==> src/rtl/mul_seq_pkg.sv <==
// Shared definitions for the sequential shift-add multiplier: widths, FSM state
// encoding, fixed latency and the product-fit overflow rule.
package mul_seq_pkg;

   localparam int unsigned WIDTH   = 16;
   localparam int unsigned ITER    = 16;
   localparam int unsigned LATENCY = 21;

   typedef enum logic [2:0] {
      IDLE,
      NEGA,
      NEGB,
      RUN,
      FIXLO,
      FIXHI,
      DONE
   } state_e;

   // Signed results fit 16 bits only when the upper 17 bits are pure sign extension.
   function automatic logic prodOverflow(input logic isSigned,
                                         input logic [2*WIDTH-1:0] p);
      logic allOnes;
      logic allZeros;
      allOnes  = &p[2*WIDTH-1:WIDTH-1];
      allZeros = ~|p[2*WIDTH-1:WIDTH-1];
      if (isSigned) begin
         return !(allOnes || allZeros);
      end
      return |p[2*WIDTH-1:WIDTH];
   endfunction

endpackage

==> src/rtl/mul_seq_if.sv <==
// Issue/result handshake between the execute stage and the multiplier.
interface mul_seq_if;
   import mul_seq_pkg::*;

   logic                 start;
   logic                 sign;
   logic [WIDTH-1:0]     a;
   logic [WIDTH-1:0]     b;
   logic                 busy;
   logic                 done;
   logic [2*WIDTH-1:0]   prod;
   logic                 overflow;

   modport master (
      output start, sign, a, b,
      input  busy, done, prod, overflow
   );

   modport slave (
      input  start, sign, a, b,
      output busy, done, prod, overflow
   );

endinterface

==> src/rtl/mul_seq_add.sv <==
// The team's 16-bit ripple adder with carry-in, carry-out and an overflow flag
// whose meaning follows the sign_i mode.
module add (
   input  logic [15:0] a_i,
   input  logic [15:0] b_i,
   input  logic        cin_i,
   input  logic        sign_i,
   output logic [15:0] sum_o,
   output logic        cout_o,
   output logic        ovf_o
);

   logic [16:0] full;

   always_comb begin
      full   = {1'b0, a_i} + {1'b0, b_i} + {16'd0, cin_i};
      sum_o  = full[15:0];
      cout_o = full[16];
      ovf_o  = sign_i ? ((a_i[15] == b_i[15]) && (full[15] != a_i[15])) : full[16];
   end

endmodule

==> src/rtl/mul_seq.sv <==
// Fixed-latency 16x16 signed/unsigned multiplier: magnitudes are formed, shift-add
// accumulated and sign-corrected, all through one time-shared adder.
module mul_seq
   import mul_seq_pkg::*;
(
   input logic      clk,
   input logic      rst_n,
   mul_seq_if.slave bus
);

   state_e               state_q;
   logic [WIDTH-1:0]     opA_q;
   logic [WIDTH-1:0]     opB_q;
   logic [WIDTH-1:0]     mcand_q;
   logic [WIDTH-1:0]     accHi_q;
   logic [WIDTH-1:0]     accLo_q;
   logic                 sign_q;
   logic                 neg_q;
   logic                 carry_q;
   logic [3:0]           cnt_q;
   logic                 busy_q;
   logic                 done_q;
   logic                 overflow_q;
   logic [2*WIDTH-1:0]   prod_q;

   logic [WIDTH-1:0]     addA;
   logic [WIDTH-1:0]     addB;
   logic [WIDTH-1:0]     addSum;
   logic                 addCin;
   logic                 addCout;
   logic                 add_ovf_unused;

   logic                 accept;
   logic                 negA;
   logic                 negB;
   logic [2*WIDTH-1:0]   prodFinal;

   assign accept    = bus.start && ((state_q == IDLE) || (state_q == DONE));
   assign negA      = sign_q & opA_q[WIDTH-1];
   assign negB      = sign_q & opB_q[WIDTH-1];
   assign prodFinal = {addSum, accLo_q};

   // Two's-complement negation is ~x + 1, so the carry-in doubles as the "negate" select.
   always_comb begin
      addA   = '0;
      addB   = '0;
      addCin = 1'b0;
      case (state_q)
         NEGA: begin
            addA   = negA ? ~opA_q : opA_q;
            addCin = negA;
         end
         NEGB: begin
            addA   = negB ? ~opB_q : opB_q;
            addCin = negB;
         end
         RUN: begin
            addA = accHi_q;
            addB = accLo_q[0] ? mcand_q : '0;
         end
         FIXLO: begin
            addA   = neg_q ? ~accLo_q : accLo_q;
            addCin = neg_q;
         end
         FIXHI: begin
            addA   = neg_q ? ~accHi_q : accHi_q;
            addCin = neg_q & carry_q;
         end
         default: begin
            addA   = '0;
            addB   = '0;
            addCin = 1'b0;
         end
      endcase
   end

   add uAdd (
      .a_i    (addA),
      .b_i    (addB),
      .cin_i  (addCin),
      .sign_i (1'b0),
      .sum_o  (addSum),
      .cout_o (addCout),
      .ovf_o  (add_ovf_unused)
   );

   always_ff @(posedge clk or negedge rst_n) begin
      if (!rst_n) begin
         state_q    <= IDLE;
         opA_q      <= '0;
         opB_q      <= '0;
         mcand_q    <= '0;
         accHi_q    <= '0;
         accLo_q    <= '0;
         sign_q     <= 1'b0;
         neg_q      <= 1'b0;
         carry_q    <= 1'b0;
         cnt_q      <= '0;
         busy_q     <= 1'b0;
         done_q     <= 1'b0;
         overflow_q <= 1'b0;
         prod_q     <= '0;
      end else begin
         case (state_q)
            IDLE, DONE: begin
               done_q <= 1'b0;
               if (bus.start) begin
                  opA_q   <= bus.a;
                  opB_q   <= bus.b;
                  sign_q  <= bus.sign;
                  neg_q   <= bus.sign & (bus.a[WIDTH-1] ^ bus.b[WIDTH-1]);
                  busy_q  <= 1'b1;
                  state_q <= NEGA;
               end else begin
                  state_q <= IDLE;
               end
            end
            NEGA: begin
               mcand_q <= addSum;
               state_q <= NEGB;
            end
            NEGB: begin
               accLo_q <= addSum;
               accHi_q <= '0;
               cnt_q   <= '0;
               state_q <= RUN;
            end
            // The multiplier shifts out of accLo as the partial product shifts in from the top.
            RUN: begin
               accHi_q <= {addCout, addSum[WIDTH-1:1]};
               accLo_q <= {addSum[0], accLo_q[WIDTH-1:1]};
               cnt_q   <= cnt_q + 4'd1;
               if (cnt_q == 4'(ITER - 1)) begin
                  state_q <= FIXLO;
               end
            end
            FIXLO: begin
               accLo_q <= addSum;
               carry_q <= addCout;
               state_q <= FIXHI;
            end
            FIXHI: begin
               prod_q     <= prodFinal;
               overflow_q <= prodOverflow(sign_q, prodFinal);
               busy_q     <= 1'b0;
               done_q     <= 1'b1;
               state_q    <= DONE;
            end
            default: begin
               busy_q  <= 1'b0;
               done_q  <= 1'b0;
               state_q <= IDLE;
            end
         endcase
      end
   end

   assign bus.busy     = busy_q;
   assign bus.done     = done_q;
   assign bus.prod     = prod_q;
   assign bus.overflow = overflow_q;

`ifndef SYNTHESIS
   logic [5:0] age_q;

   always_ff @(posedge clk or negedge rst_n) begin
      if (!rst_n) begin
         age_q <= '0;
      end else if (accept) begin
         age_q <= 6'd1;
      end else if (done_q) begin
         age_q <= '0;
      end else if (age_q != '0) begin
         age_q <= age_q + 6'd1;
      end
   end

   // done must appear exactly LATENCY edges after the accepting edge, never otherwise.
   always_ff @(posedge clk) begin
      if (rst_n) begin
         assert (done_q == (age_q == 6'(LATENCY)))
            else $error("mul_seq: done pulse not at fixed latency");
         assert (!(busy_q && done_q))
            else $error("mul_seq: busy and done both high");
      end
   end
`endif

endmodule
==> src/flat_wrapper.sv <==
// flat-port wrapper written by rule: the top's interface ports become plain ports
module mul_seq_flat import mul_seq_pkg::*;
  (clk, rst_n, bus_start, bus_sign, bus_a, bus_b, bus_busy, bus_done, bus_prod, bus_overflow);
  mul_seq_if bus_i ();
  input logic clk;
  input logic rst_n;
  input wire logic [$bits(bus_i.start)-1:0] bus_start;
  input wire logic [$bits(bus_i.sign)-1:0] bus_sign;
  input wire logic [$bits(bus_i.a)-1:0] bus_a;
  input wire logic [$bits(bus_i.b)-1:0] bus_b;
  output wire logic [$bits(bus_i.busy)-1:0] bus_busy;
  output wire logic [$bits(bus_i.done)-1:0] bus_done;
  output wire logic [$bits(bus_i.prod)-1:0] bus_prod;
  output wire logic [$bits(bus_i.overflow)-1:0] bus_overflow;
  assign bus_i.start = bus_start;
  assign bus_i.sign = bus_sign;
  assign bus_i.a = bus_a;
  assign bus_i.b = bus_b;
  assign bus_busy = bus_i.busy;
  assign bus_done = bus_i.done;
  assign bus_prod = bus_i.prod;
  assign bus_overflow = bus_i.overflow;
  mul_seq u_core (.clk(clk), .rst_n(rst_n), .bus(bus_i));
endmodule
==> config.mk <==
export PLATFORM = sky130hd
export DESIGN_NAME = mul_seq_flat
export DESIGN_NICKNAME = d
export VERILOG_FILES = /design/src/rtl/mul_seq_pkg.sv /design/src/rtl/mul_seq_if.sv /design/src/rtl/mul_seq_add.sv /design/src/rtl/mul_seq.sv /design/src/flat_wrapper.sv
export SDC_FILE = /design/constraint.sdc
export NUM_CORES = 1
export LEC_CHECK = 0
export CAP_MARGIN = 30
export CORE_UTILIZATION = 57
export CTS_CLUSTER_DIAMETER = 50
export CTS_CLUSTER_SIZE = 40
export DETAILED_ROUTE_END_ITERATION = 6
export PLACE_DENSITY = 0.82
export SYNTH_ARGS = -nofsm -noshare
export SYNTH_HDL_FRONTEND = slang
export SYNTH_SLANG_ARGS = --single-unit
==> constraint.sdc <==
create_clock -name clk -period 6.14 [get_ports clk]
set_input_delay 1.535 -clock clk [delete_from_list [all_inputs] [get_ports clk]]
set_output_delay 1.535 -clock clk [all_outputs]
set_load 0.05 [all_outputs]
==> results by group, run 1 <==
Final layout
  – Final Util: 71.25%
  – Layout overhead on the synthesized area: 21.56%
  – Share of layout cells above drive strength 1: 12.52%
  – Register Area: 3128 um^2
  – Area occupied by multi-input gates: 3348 um^2
  – Net count, final: 808
  – Final standard cell area without fillers: 8170 um^2
  – Number of fillers in the final layout: 830
  – Most common cell after layout, fill and taps aside: dfrtp_1
  – Commonest cells after routing, fill and taps aside: 125 x dfrtp_1, 109 x nand2_1, 99 x o21ai_0

CTS
  – Post-CTS clock slew at the launch and capture registers of the worst setup and hold paths: 0.06 ns
  – Number of buffers inserted by post-CTS setup repair: 0
  – Total of hold buffers inserted after clock tree synthesis: 0
  – Number of H-tree levels: 4
  – Resized cells post-CTS: 0
  – Clock tree from TritonCTS: yes
  – Clock Root Buffer: clkbuf_16
  – Insertion delay of the later-clocked pin in the worst-skew pair: 0.42 ns
  – CTS max path bufs: 2
  – Clock Sink Count: 125
  – Cts bufs inserted: 17

Die
  – Number of rows created at floorplan: 39
  – I/O pin count: 71
  – Die height: 110.6 um
  – Area of the placeable core: 11470 um^2
  – Total Die Area: 12230 um^2
  – Die Width: 110.6 um
  – Starting density of the core: 58.61%

Routing
  – Detailed Route Iter0 Violations: 530
  – Pre-antenna DRT Iters: 6
  – Routed length per placed instance: 19.41 um
  – Routed length on met1: 7.155 mm
  – Met2 WL post-DR: 8.233 mm
  – Top layer reached by signal wires: met4
  – WL final: 17.69 mm
  – Remaining number of nets flagged by the antenna check after routing: 0
  – Post-detailed-route via-to-cell ratio: 6.195
  – Routed length on met3: 1.655 mm
  – Via count of the routed design: 5644
  – Number of DRC violations after detailed routing: 0

GRT
  – Via count of the first global-routing pass: 5591
  – Number of antenna violations at the first check in global routing: 1
  – Global-route wire length before repair: 28.93 mm
  – Maximum number of pins on one net before global-route repair: 62
  – Overall track demand over capacity in global routing: 30.39%
  – Congestion Overflow GR: 0

Critical path
  – Data required time at the worst endpoint: 6.39 ns
  – Worst flop-to-flop path endpoint: u_core.bus.overflow$_DFFE_PN0N_
  – Critical path start-end classification: reg -> reg
  – CP startpoint: u_core.state_q[0]$_DFFE_PN0P_
  – R2R depth: 15
  – Endpoint class of the critical path: register
  – Critical path launch point type: register
  – Crit path capture: u_core.bus.overflow$_DFFE_PN0N_
  – Crit Path Max Fanout: 31
  – Worst reg-to-reg setup slack: 1.39 ns
  – WP data arrival: 4.99 ns
  – Worst reg2reg path startpoint: u_core.state_q[0]$_DFFE_PN0P_

Timing
  – Transition time at the pin with the least slew margin: 0.8306 ns
  – Shortest period the worst path allows: 4.745 ns
  – Ratio of final minimum period to clock period: 77.28%
  – Number of pins with negative max-slew slack in the final report: 0
  – Remaining max-slew budget at the tightest pin: 44.42%
  – Fmax: 0.2107 GHz
  – Sum Neg Setup Slack: 0 ns
  – RSZ-0062 raised after global routing: false
  – Hold Vio Cnt, Final: 0
  – Largest clock skew in the final design: 0.007793 ns
  – Number of setup violations in the final report: 0

Power
  – Clock network fraction of total power: 23.8%
  – Internal Power: 2.536 mW
  – Comb power frac: 45.4%
  – Max VDD drop: 0.0002592 V
  – P per Cell Area: 548.9 nW/um^2
  – Switching power of the nets: 1.948 mW
  – Leakage power: 3.597 nW
  – Net switching share of the total power: 43.45%
  – Relative contribution of sequential cells to total power: 30.8%

Synth
  – Number of enable flip-flop cells after synthesis: 0
  – Proportion of register bits with asynchronous set or reset after synthesis: 100.0%
  – Yosys warns: 0
  – Post-Syn Instances: 697
  – Synth unique cells: 54
  – Total of flip-flops plus latches after synthesis: 125
  – Portion of the post-synthesis area used by sequential elements: 46.54%
  – Mean Syn Cell Area: 9.643 um^2
  – Post-synth top flop: dfrtp_1
  – Nets in the synthesized netlist: 751
  – Synthesized cell area: 6721 um^2

Placed design
  – Global placement routability congestion: 0.9559
  – Port-buffer cells: 70
  – HPWL after DPL: 12.32 mm
  – Area post-placement: 7542 um^2

Worst hold path
  – Hold Crit Class: reg -> reg

Run status
  – Outcome: complete, no violations

Run
  – Number of max-cap violations: 0
Yosys cell counts (16+ instances only):
master | number | area share, %
a21oi_1 | 18 | 1.3
clkbuf_1 | 39 | 2.2
dfrtp_1 | 125 | 47
ha_1 | 16 | 3.0
inv_1 | 18 | 1.0
mux2_2 | 41 | 6.9
nand2_1 | 109 | 6.1
nor2_1 | 22 | 1.2
o21ai_0 | 99 | 7.4
o221ai_1 | 16 | 2.1
xnor2_1 | 25 | 3.3
xor2_1 | 37 | 4.8
power groups by stage:
stage	registers, mW	clock network [mW]	logic [mW]
2_1_floorplan	1.38	0	1.36
6_report	1.38	1.07	2.03
3_3_place_gp	1.36	0	1.93
5_1_grt	1.41	1.12	2.21
3_5_place_dp	1.38	0	1.98
4_1_cts	1.37	1.08	2.00
how the worst min path moves through the flow:
| stage | start | endpoint | slack [ns] | depth (start not counted) |
|---|---|---|---|---|
| 3_3_place_gp | u_core.mcand_q[4]$_DFFE_PN0P_ | u_core.mcand_q[4]$_DFFE_PN0P_ | 0.46 | 2 |
| 6_report | u_core.mcand_q[9]$_DFFE_PN0P_ | u_core.mcand_q[9]$_DFFE_PN0P_ | 0.48 | 2 |
| 5_1_grt | u_core.bus.prod[25]$_DFFE_PN0N_ | u_core.bus.prod[25]$_DFFE_PN0N_ | 0.50 | 2 |
| 2_1_floorplan | u_core.accHi_q[0]$_DFFE_PN0P_ | u_core.accHi_q[0]$_DFFE_PN0P_ | 0.44 | 2 |
| 4_1_cts | u_core.mcand_q[9]$_DFFE_PN0P_ | u_core.mcand_q[9]$_DFFE_PN0P_ | 0.48 | 2 |
| 3_5_place_dp | u_core.accHi_q[0]$_DFFE_PN0P_ | u_core.accHi_q[0]$_DFFE_PN0P_ | 0.46 | 2 |
routing by layer:
metal / vias to the layer above / track usage [%]
met4: 0 / 14.40
met3: 47 / 8.507
met5: - / 0
met2: 318 / 47.04
met1: 2698 / 39.55
li1: 2581 / -
flip-flops by register name, summed over array words and instances, names as in the netlist:
| signal | count |
|---|---|
| u_core.mcand_q | 16 |
| u_core.bus.done | 1 |
| u_core.accLo_q | 16 |
| u_core.neg_q | 1 |
| u_core.carry_q | 1 |
| u_core.bus.overflow | 1 |
| u_core.sign_q | 1 |
| u_core.state_q | 3 |
| u_core.bus.busy | 1 |
| u_core.accHi_q | 16 |
| u_core.cnt_q | 4 |
| u_core.opB_q | 16 |
| u_core.opA_q | 16 |
| u_core.bus.prod | 32 |
critical path, stage by stage (launching register included):
cell and delay [ns]:
dfrtp_1 0.37, inv_1 0.05, buf_4 0.28, or3_1 0.59, buf_4 0.39, o221ai_1 0.22, fa_1 0.48, a21o_2 0.22
a221oi_1 0.38, o221ai_1 0.19, a21oi_1 0.30, o31ai_1 0.16, xnor2_1 0.44, nand4_1 0.14, o41ai_1 0.26, a31oi_1 0.09
cells by family (layout without fill, tap and decap cells):
family | after synthesis | in the layout | share of synthesized area [%]
AO/OA/AOI/OAI | 201 | 201 | 18.47
XOR/XNOR | 62 | 62 | 8.079
adder cells (fa/ha/maj) | 18 | 18 | 3.574
buffers and inverters | 64 | 134 | 3.686
flip-flops | 125 | 125 | 46.54
multiplexers | 43 | 43 | 7.167
other | 0 | 1 | 0
AND/OR/NAND/NOR | 184 | 184 | 12.49
stage by stage:
stage	instances	hold WS [ns]	total power [mW]	setup WS (ns)
after global routing	910	0.5032	4.739	1.039
final	911	0.4767	4.484	1.395
after CTS	910	0.4774	4.454	1.461
after detailed placement	878	0.4628	3.361	1.512
after global placement	877	0.4561	3.290	1.601
after floorplan	697	0.4391	2.732	1.905
layout make-up:
cell class	instances	area share (%)
flip-flops and latches	125	38.28
multi-input cells	508	40.98
diodes	1	0.03063
repair buffers	83	9.985
clock inverters	15	2.450
clock buffers	17	5.207
well taps	143	2.190
inverters	19	0.8729
Note: power is estimated with default switching activity, not from simulation.
==> inputs of run 2 (changes only) <==
- CORE_UTILIZATION: 57 -> 52
- PLACE_DENSITY: 0.82 -> 0.79
- clock period: 6.14 -> 4.3 ns (I/O delays scaled with it)
==> results by group, run 2 (synthesized netlist as in run 1, its figures left out) <==
Run status
  – Outcome: finished, violations left
  – Failing checks: DRC

GRT
  – Overall track demand over capacity in global routing: 29.20% (-1.2 points)
  – Congestion Overflow GR: 0 (unchanged)
  – Global-route wire length before repair: 29.38 mm (+1.6%)
  – Via count of the first global-routing pass: 5631 (+0.72%)
  – Maximum number of pins on one net before global-route repair: 126 (+100%)
  – Number of antenna violations at the first check in global routing: 0 (-1)

Timing
  – Shortest period the worst path allows: 4.054 ns (-0.6912 ns)
  – Transition time at the pin with the least slew margin: 0.8604 ns (+0.02978 ns)
  – Largest clock skew in the final design: 0.004726 ns (-0.003067 ns)
  – Hold Vio Cnt, Final: 0 (unchanged)
  – Number of setup violations in the final report: 0 (unchanged)
  – Number of pins with negative max-slew slack in the final report: 0 (unchanged)
  – Ratio of final minimum period to clock period: 94.28% (+17 points)
  – Remaining max-slew budget at the tightest pin: 42.43% (-2.0 points)
  – Fmax: 0.2467 GHz (+17%)

Placed design
  – Area post-placement: 7756 um^2 (+2.8%)
  – HPWL after DPL: 12.73 mm (+3.3%)
  – Global placement routability congestion: 1.043 (+9.1%)
  – Cells after DPL: 930 (+5.9%)
  – Port-buffer cells: 70 (unchanged)

Critical path
  – Crit Path Max Fanout: 14 (-55%)
  – CP top delay family: compound AO/OA/AOI/OAI gates
  – Data required time at the worst endpoint: 4.59 ns (-1.80 ns)
  – Worst path most repeated cell: xor2_1
  – Cell Chain, Critical Path: nand2_1, buf_4, xor2_1, o221ai_1, fa_1, a21o_2, a221oi_1, o21ba_2, xor2_1, nand4b_1, and4b_1, nand4_1, o41ai_1, a31oi_1
  – Endpoint class of the critical path: register
  – Master of the slowest instance on the critical path: fa_1
  – Critical path launch point type: register
  – WP data arrival: 4.34 ns (-0.65 ns)
  – Buffers and inverters on the worst path: 1 (-2)
  – Largest stage delay on the critical path: 0.47 ns (-0.12 ns)
  – Critical path start-end classification: reg -> reg

CTS
  – Resized cells post-CTS: 0 (unchanged)
  – Cts bufs inserted: 17 (unchanged)
  – Clock Sink Count: 125 (unchanged)
  – Clock Root Buffer: clkbuf_16
  – Number of H-tree levels: 4 (unchanged)
  – CTS max path bufs: 2 (unchanged)
  – Number of buffers inserted by post-CTS setup repair: 0 (unchanged)
  – Post-CTS clock slew at the launch and capture registers of the worst setup and hold paths: 0.06 ns (about the same)
  – Total of hold buffers inserted after clock tree synthesis: 0 (unchanged)
  – Clock tree from TritonCTS: yes
  – Insertion delay of the later-clocked pin in the worst-skew pair: 0.42 ns (about the same)

Power
  – Relative contribution of sequential cells to total power: 29.4% (-1.4 points)
  – Switching power of the nets: 2.819 mW (+45%)
  – Clock network fraction of total power: 22.3% (-1.5 points)
  – Leakage power: 3.691 nW (+2.6%)
  – Max VDD drop: 0.0003194 V (+23%)
  – Internal Power: 3.837 mW (+51%)
  – P per Cell Area: 793.7 nW/um^2 (+45%)
  – Comb power frac: 48.3% (+2.9 points)
  – Net switching share of the total power: 42.35% (-1.1 points)

Final layout
  – Most common cell after layout, fill and taps aside: dfrtp_1
  – Number of fillers in the final layout: 1004 (+21%)
  – Final Util: 66.45% (-4.8 points)
  – Share of layout cells above drive strength 1: 15.44% (+2.9 points)
  – Area occupied by multi-input gates: 3359 um^2 (+0.34%)
  – Commonest cells after routing, fill and taps aside: 124 x dfrtp_1, 109 x nand2_1, 99 x o21ai_0
  – Final standard cell area without fillers: 8386 um^2 (+2.6%)
  – Number of diodes: 0 (-1)
  – Number of flip-flops in the largest register: 32 (unchanged)
  – Layout overhead on the synthesized area: 24.76%
  – Net count, final: 831 (+2.8%)
  – Register Area: 3129 um^2 (about the same)
  – Finished Layout Cells: 962 (+5.6%)

Routing
  – Number of DRC violations after detailed routing: 1 (+1)
  – Pre-antenna DRT Iters: 7 (+1)
  – Routed length per placed instance: 18.56 um (-4.4%)
  – Remaining number of nets flagged by the antenna check after routing: 0 (unchanged)
  – WL final: 17.85 mm (+0.94%)
  – Post-detailed-route via-to-cell ratio: 5.906 (-4.7%)
  – Detailed Route Iter0 Violations: 466 (-12%)
  – Via count of the routed design: 5682 (+0.67%)

Die
  – Total Die Area: 13380 um^2 (+9.4%)
  – Die height: 115.7 um (+4.6%)
  – I/O pin count: 71 (unchanged)
  – Starting density of the core: 53.26% (-5.4 points)
  – Number of rows created at floorplan: 41 (+5.1%)
  – Die Width: 115.7 um (+4.6%)
  – Area of the placeable core: 12620 um^2 (+10%)

Run
  – Number of max-cap violations: 0 (unchanged)

Worst hold path
  – Hold Crit Class: reg -> reg
-- run 2: changes by cell type in the layout (fill, tap and decap cells not counted), moves of 2 or more --
cell	before	now
clkinvlp_4	2	5
buf_12	0	2
clkinv_2	0	2
inv_6	6	2
inv_8	3	0
buf_4	13	35
clkbuf_8	0	2
-- run 2: final cells by class --
type / count / share of cell area, %
clock buffer: 19 / 5.401
clock inverter: 13 / 1.955
inverter: 19 / 0.8505
multi-input combinational: 508 / 40.06
sequential: 125 / 37.32
tap: 172 / 2.566
timing repair buffer: 106 / 11.85
-- run 2: worst reg2reg max path, delay by kind of cell (launching register included) --
| kind | cells | cell delay, ns |
|---|---|---|
| adder cells (fa/ha/maj) | 1 | 0.47 |
| XOR/XNOR | 2 | 0.66 |
| AO/OA/AOI/OAI | 6 | 1.44 |
| buffers and inverters | 1 | 0.27 |
| AND/OR/NAND/NOR | 4 | 0.66 |
| flip-flops | 1 | 0.43 |
-- run 2: metrics by stage --
step	hold slack, ns	worst slack, ns	power, mW	setup TNS (ns)
floorplan	0.4391	0.06527	3.902	0
global placement	0.4569	0.3835	4.979	0
detailed placement	0.4651	0.2849	5.091	0
CTS	0.4779	0.2500	6.607	0
global route	0.5044	-0.01497	7.027	-0.01497
finish	0.4766	0.2461	6.655	0
-- run 2: layer usage --
layer	vias to the layer above	track usage [%]	share of wire, %
li1	2621	-	-
met1	2763	38.70	42
met2	253	47.11	48
met3	45	5.021	7.0
met4	0	13.33	3.0
met5	-	0	0
-- run 2: power groups by stage --
| stage | combinational [mW] | clock (mW) | sequential (mW) |
|---|---|---|---|
| floorplan | 1.94 | 0 | 1.96 |
| global placement | 3.04 | 0 | 1.94 |
| detailed placement | 3.13 | 0 | 1.96 |
| CTS | 3.16 | 1.50 | 1.94 |
| global route | 3.48 | 1.55 | 1.99 |
| finish | 3.22 | 1.48 | 1.96 |
-- run 2: path summary, 6_finish.rpt --
check                                               start  slack, ns  cells past startpoint                               to
max                             u_core.sign_q$_DFFE_PN0P_       0.25                     14  u_core.bus.overflow$_DFFE_PN0N_
min                        u_core.mcand_q[15]$_DFFE_PN0P_       0.48                      2   u_core.mcand_q[15]$_DFFE_PN0P_
max reg2reg                     u_core.sign_q$_DFFE_PN0P_       0.25                     14  u_core.bus.overflow$_DFFE_PN0N_
min reg2reg                u_core.mcand_q[15]$_DFFE_PN0P_       0.48                      2   u_core.mcand_q[15]$_DFFE_PN0P_
max in group asynchronous                           rst_n       3.01                      2    u_core.state_q[2]$_DFFE_PN0P_
min in group asynchronous                           rst_n       0.75                      2  u_core.bus.prod[22]$_DFFE_PN0N_
==> inputs of run 3 (changes only) <==
- CORE_UTILIZATION: 52 -> 53
- CTS_BUF_LIST: default -> sky130_fd_sc_hd__clkbuf_4
- PLACE_DENSITY: 0.79 -> default
- PLACE_DENSITY_LB_ADDON: default -> 0.15
==> results by group, run 3 (synthesized netlist as in run 1, its figures left out) <==
Critical path
  – Critical path start-end classification: reg -> reg
  – Critical path launch point type: register
  – Largest stage delay on the critical path: 0.50 ns (+0.03 ns)
  – Endpoint class of the critical path: register
  – Data required time at the worst endpoint: 4.72 ns (+0.13 ns)
  – Cell Chain, Critical Path: nand2_1, xor2_1, o21ai_0, a21oi_1, fa_1, inv_1, fa_1, xnor2_1, or4b_1, or4_1, or4_1, nor4_2, nor4b_2, a31oi_1
  – WP data arrival: 4.43 ns (+0.09 ns)
  – Crit Path Max Fanout: 5 (-9)
  – Master of the slowest instance on the critical path: or4b_1

Timing
  – Sum Neg Setup Slack: 0 ns (unchanged)
  – Ratio of final minimum period to clock period: 93.12% (-1.2 points)
  – Fmax: 0.2497 GHz (+1.2%)
  – Remaining max-slew budget at the tightest pin: 46.72% (+4.3 points)
  – Number of pins with negative max-slew slack in the final report: 0 (unchanged)
  – Shortest period the worst path allows: 4.004 ns (-0.04970 ns)
  – Transition time at the pin with the least slew margin: 0.7962 ns (-0.06419 ns)
  – RSZ-0062 raised after global routing: false
  – Worst-case hold slack: 0.4818 ns (+0.005152 ns)
  – Largest clock skew in the final design: 0.01351 ns (+0.008787 ns)
  – Number of setup violations in the final report: 0 (unchanged)
  – Hold Vio Cnt, Final: 0 (unchanged)

Routing
  – Number of DRC violations after detailed routing: 0 (-1)
  – WL final: 16.76 mm (-6.1%)
  – Detailed Route Iter0 Violations: 373 (-20%)
  – Via count of the routed design: 5476 (-3.6%)
  – Post-detailed-route via-to-cell ratio: 5.728 (-3.0%)
  – Routed length per placed instance: 17.53 um (-5.5%)
  – Pre-antenna DRT Iters: 5 (-2)
  – Remaining number of nets flagged by the antenna check after routing: 0 (unchanged)

Final layout
  – Number of fillers in the final layout: 998 (-0.60%)
  – Layout overhead on the synthesized area: 19.60%
  – Most common cell after layout, fill and taps aside: dfrtp_1
  – Number of diodes: 0 (unchanged)
  – Net count, final: 830 (-0.12%)
  – Share of layout cells above drive strength 1: 14.59% (-0.85 points)
  – Number of flip-flops in the largest register: 32 (unchanged)
  – Commonest cells after routing, fill and taps aside: 125 x dfrtp_1, 109 x nand2_1, 99 x o21ai_0

CTS
  – Post-CTS clock slew at the launch and capture registers of the worst setup and hold paths: 0.10 ns (+0.04 ns)
  – Clock Sink Count: 125 (unchanged)
  – Insertion delay of the later-clocked pin in the worst-skew pair: 0.55 ns (+0.13 ns)
  – Clock tree from TritonCTS: yes
  – CTS max path bufs: 2 (unchanged)
  – Number of buffers inserted by post-CTS setup repair: 0 (unchanged)
  – Clock Root Buffer: clkbuf_4
  – Number of H-tree levels: 4 (unchanged)
  – Cts bufs inserted: 17 (unchanged)

Run status
  – Outcome: complete, no violations

Die
  – Die height: 114.6 um (-0.93%)
  – Area of the placeable core: 12160 um^2 (-3.6%)
  – Number of rows created at floorplan: 40 (-2.4%)
  – Die Width: 114.6 um (-0.93%)
  – I/O pin count: 71 (unchanged)
  – Starting density of the core: 55.27% (+2.0 points)
  – Total Die Area: 13140 um^2 (-1.8%)

Run
  – Number of max-cap violations: 0 (unchanged)

GRT
  – Number of antenna violations at the first check in global routing: 0 (unchanged)
  – Global-route wire length before repair: 28.23 mm (-3.9%)
  – Overall track demand over capacity in global routing: 28.49% (-0.71 points)
  – Via count of the first global-routing pass: 5457 (-3.1%)
  – Maximum number of pins on one net before global-route repair: 77 (-39%)
  – Congestion Overflow GR: 0 (unchanged)

Power
  – Leakage power: 3.557 nW (-3.6%)
  – Max VDD drop: 0.0003441 V (+7.7%)
  – P per Cell Area: 733.6 nW/um^2 (-7.6%)

Placed design
  – Port-buffer cells: 70 (unchanged)
  – HPWL after DPL: 12.51 mm (-1.7%)
  – Global placement routability congestion: 0.9228 (-12%)

Worst hold path
  – Hold Crit Class: reg -> reg
-- run 3: cell types whose count changed in the layout (fill, tap and decap cells not counted), moves of 2 or more --
cell        change
clkinvlp_4      -5
inv_6           -2
clkbuf_8        -2
clkbuf_4       +19
clkinv_1        +6
clkbuf_16      -17
-- run 3: critical path: cells and delay by family (launching register included) --
| family | cells | cell delay [ns] |
|---|---|---|
| DFF | 1 | 0.47 |
| AOI/OAI and AO/OA | 3 | 0.45 |
| buffers and inverters | 1 | 0.06 |
| xor gates and xnor gates | 2 | 0.35 |
| adders and majority gates | 2 | 0.63 |
| and+or+nand+nor | 6 | 1.94 |
-- run 3: path summary, 6_finish.rpt --
check                           slack [ns]                            from  depth (start not counted)                              end
min in group asynchronous             0.54                           rst_n                          1  u_core.bus.prod[29]$_DFFE_PN0N_
worst min register to register        0.48  u_core.mcand_q[11]$_DFFE_PN0P_                          2   u_core.mcand_q[11]$_DFFE_PN0P_
max in group asynchronous             2.92                           rst_n                          2   u_core.accHi_q[10]$_DFFE_PN0P_
worst max register to register        0.30       u_core.sign_q$_DFFE_PN0P_                         14  u_core.bus.overflow$_DFFE_PN0N_
worst max-delay path                  0.30       u_core.sign_q$_DFFE_PN0P_                         14  u_core.bus.overflow$_DFFE_PN0N_
worst min-delay path                  0.48  u_core.mcand_q[11]$_DFFE_PN0P_                          2   u_core.mcand_q[11]$_DFFE_PN0P_
-- run 3: metrics by stage --
stage	std cells	area, um^2	power, mW	setup WS, ns	utilization (%)
2_1_floorplan	697	6721	3.902	0.06527	-
6_report	956	8039	5.897	0.2958	66.10
3_5_place_dp	925	7744	5.050	0.3332	63.67
3_3_place_gp	925	7744	4.962	0.3637	63.67
4_1_cts	956	8014	5.863	0.2795	65.90
5_1_grt	956	8039	6.316	0.04878	66.10
-- run 3: area by class of cell --
class | instances | area (um^2) | area share [%]
Inverter | 19 | 71.32 | 0.8872
Clock buffer | 19 | 142.6 | 1.774
Sequential cell | 125 | 3128 | 38.91
Tap cell | 168 | 210.2 | 2.615
Multi-Input combinational cell | 508 | 3373 | 41.96
Clock inverter | 12 | 127.6 | 1.588
Timing Repair Buffer | 105 | 985.9 | 12.26
-- run 3: routing by layer --
layer / GRT usage [%] / routed length [um]
met1: 39.50 / 7653
met2: 43.39 / 7620
met3: 6.141 / 1017
met4: 12.03 / 469
met5: 0 / 0
-- run 3: timing repair --
action / 4_1_cts / 5_1_grt
setup endpoints to repair: 0 / 5
resized for setup: 0 / 4
endpoints found under the hold margin: 0 / 0
hold buffers: 0 / 0
-- run 3: power by group --
group | switching [mW] | internal (mW) | total (mW)
logic | 1.85 | 1.29 | 3.14
clock network | 0.408 | 0.398 | 0.806
registers | 0.356 | 1.59 | 1.95
total | 2.61 | 3.29 | 5.90
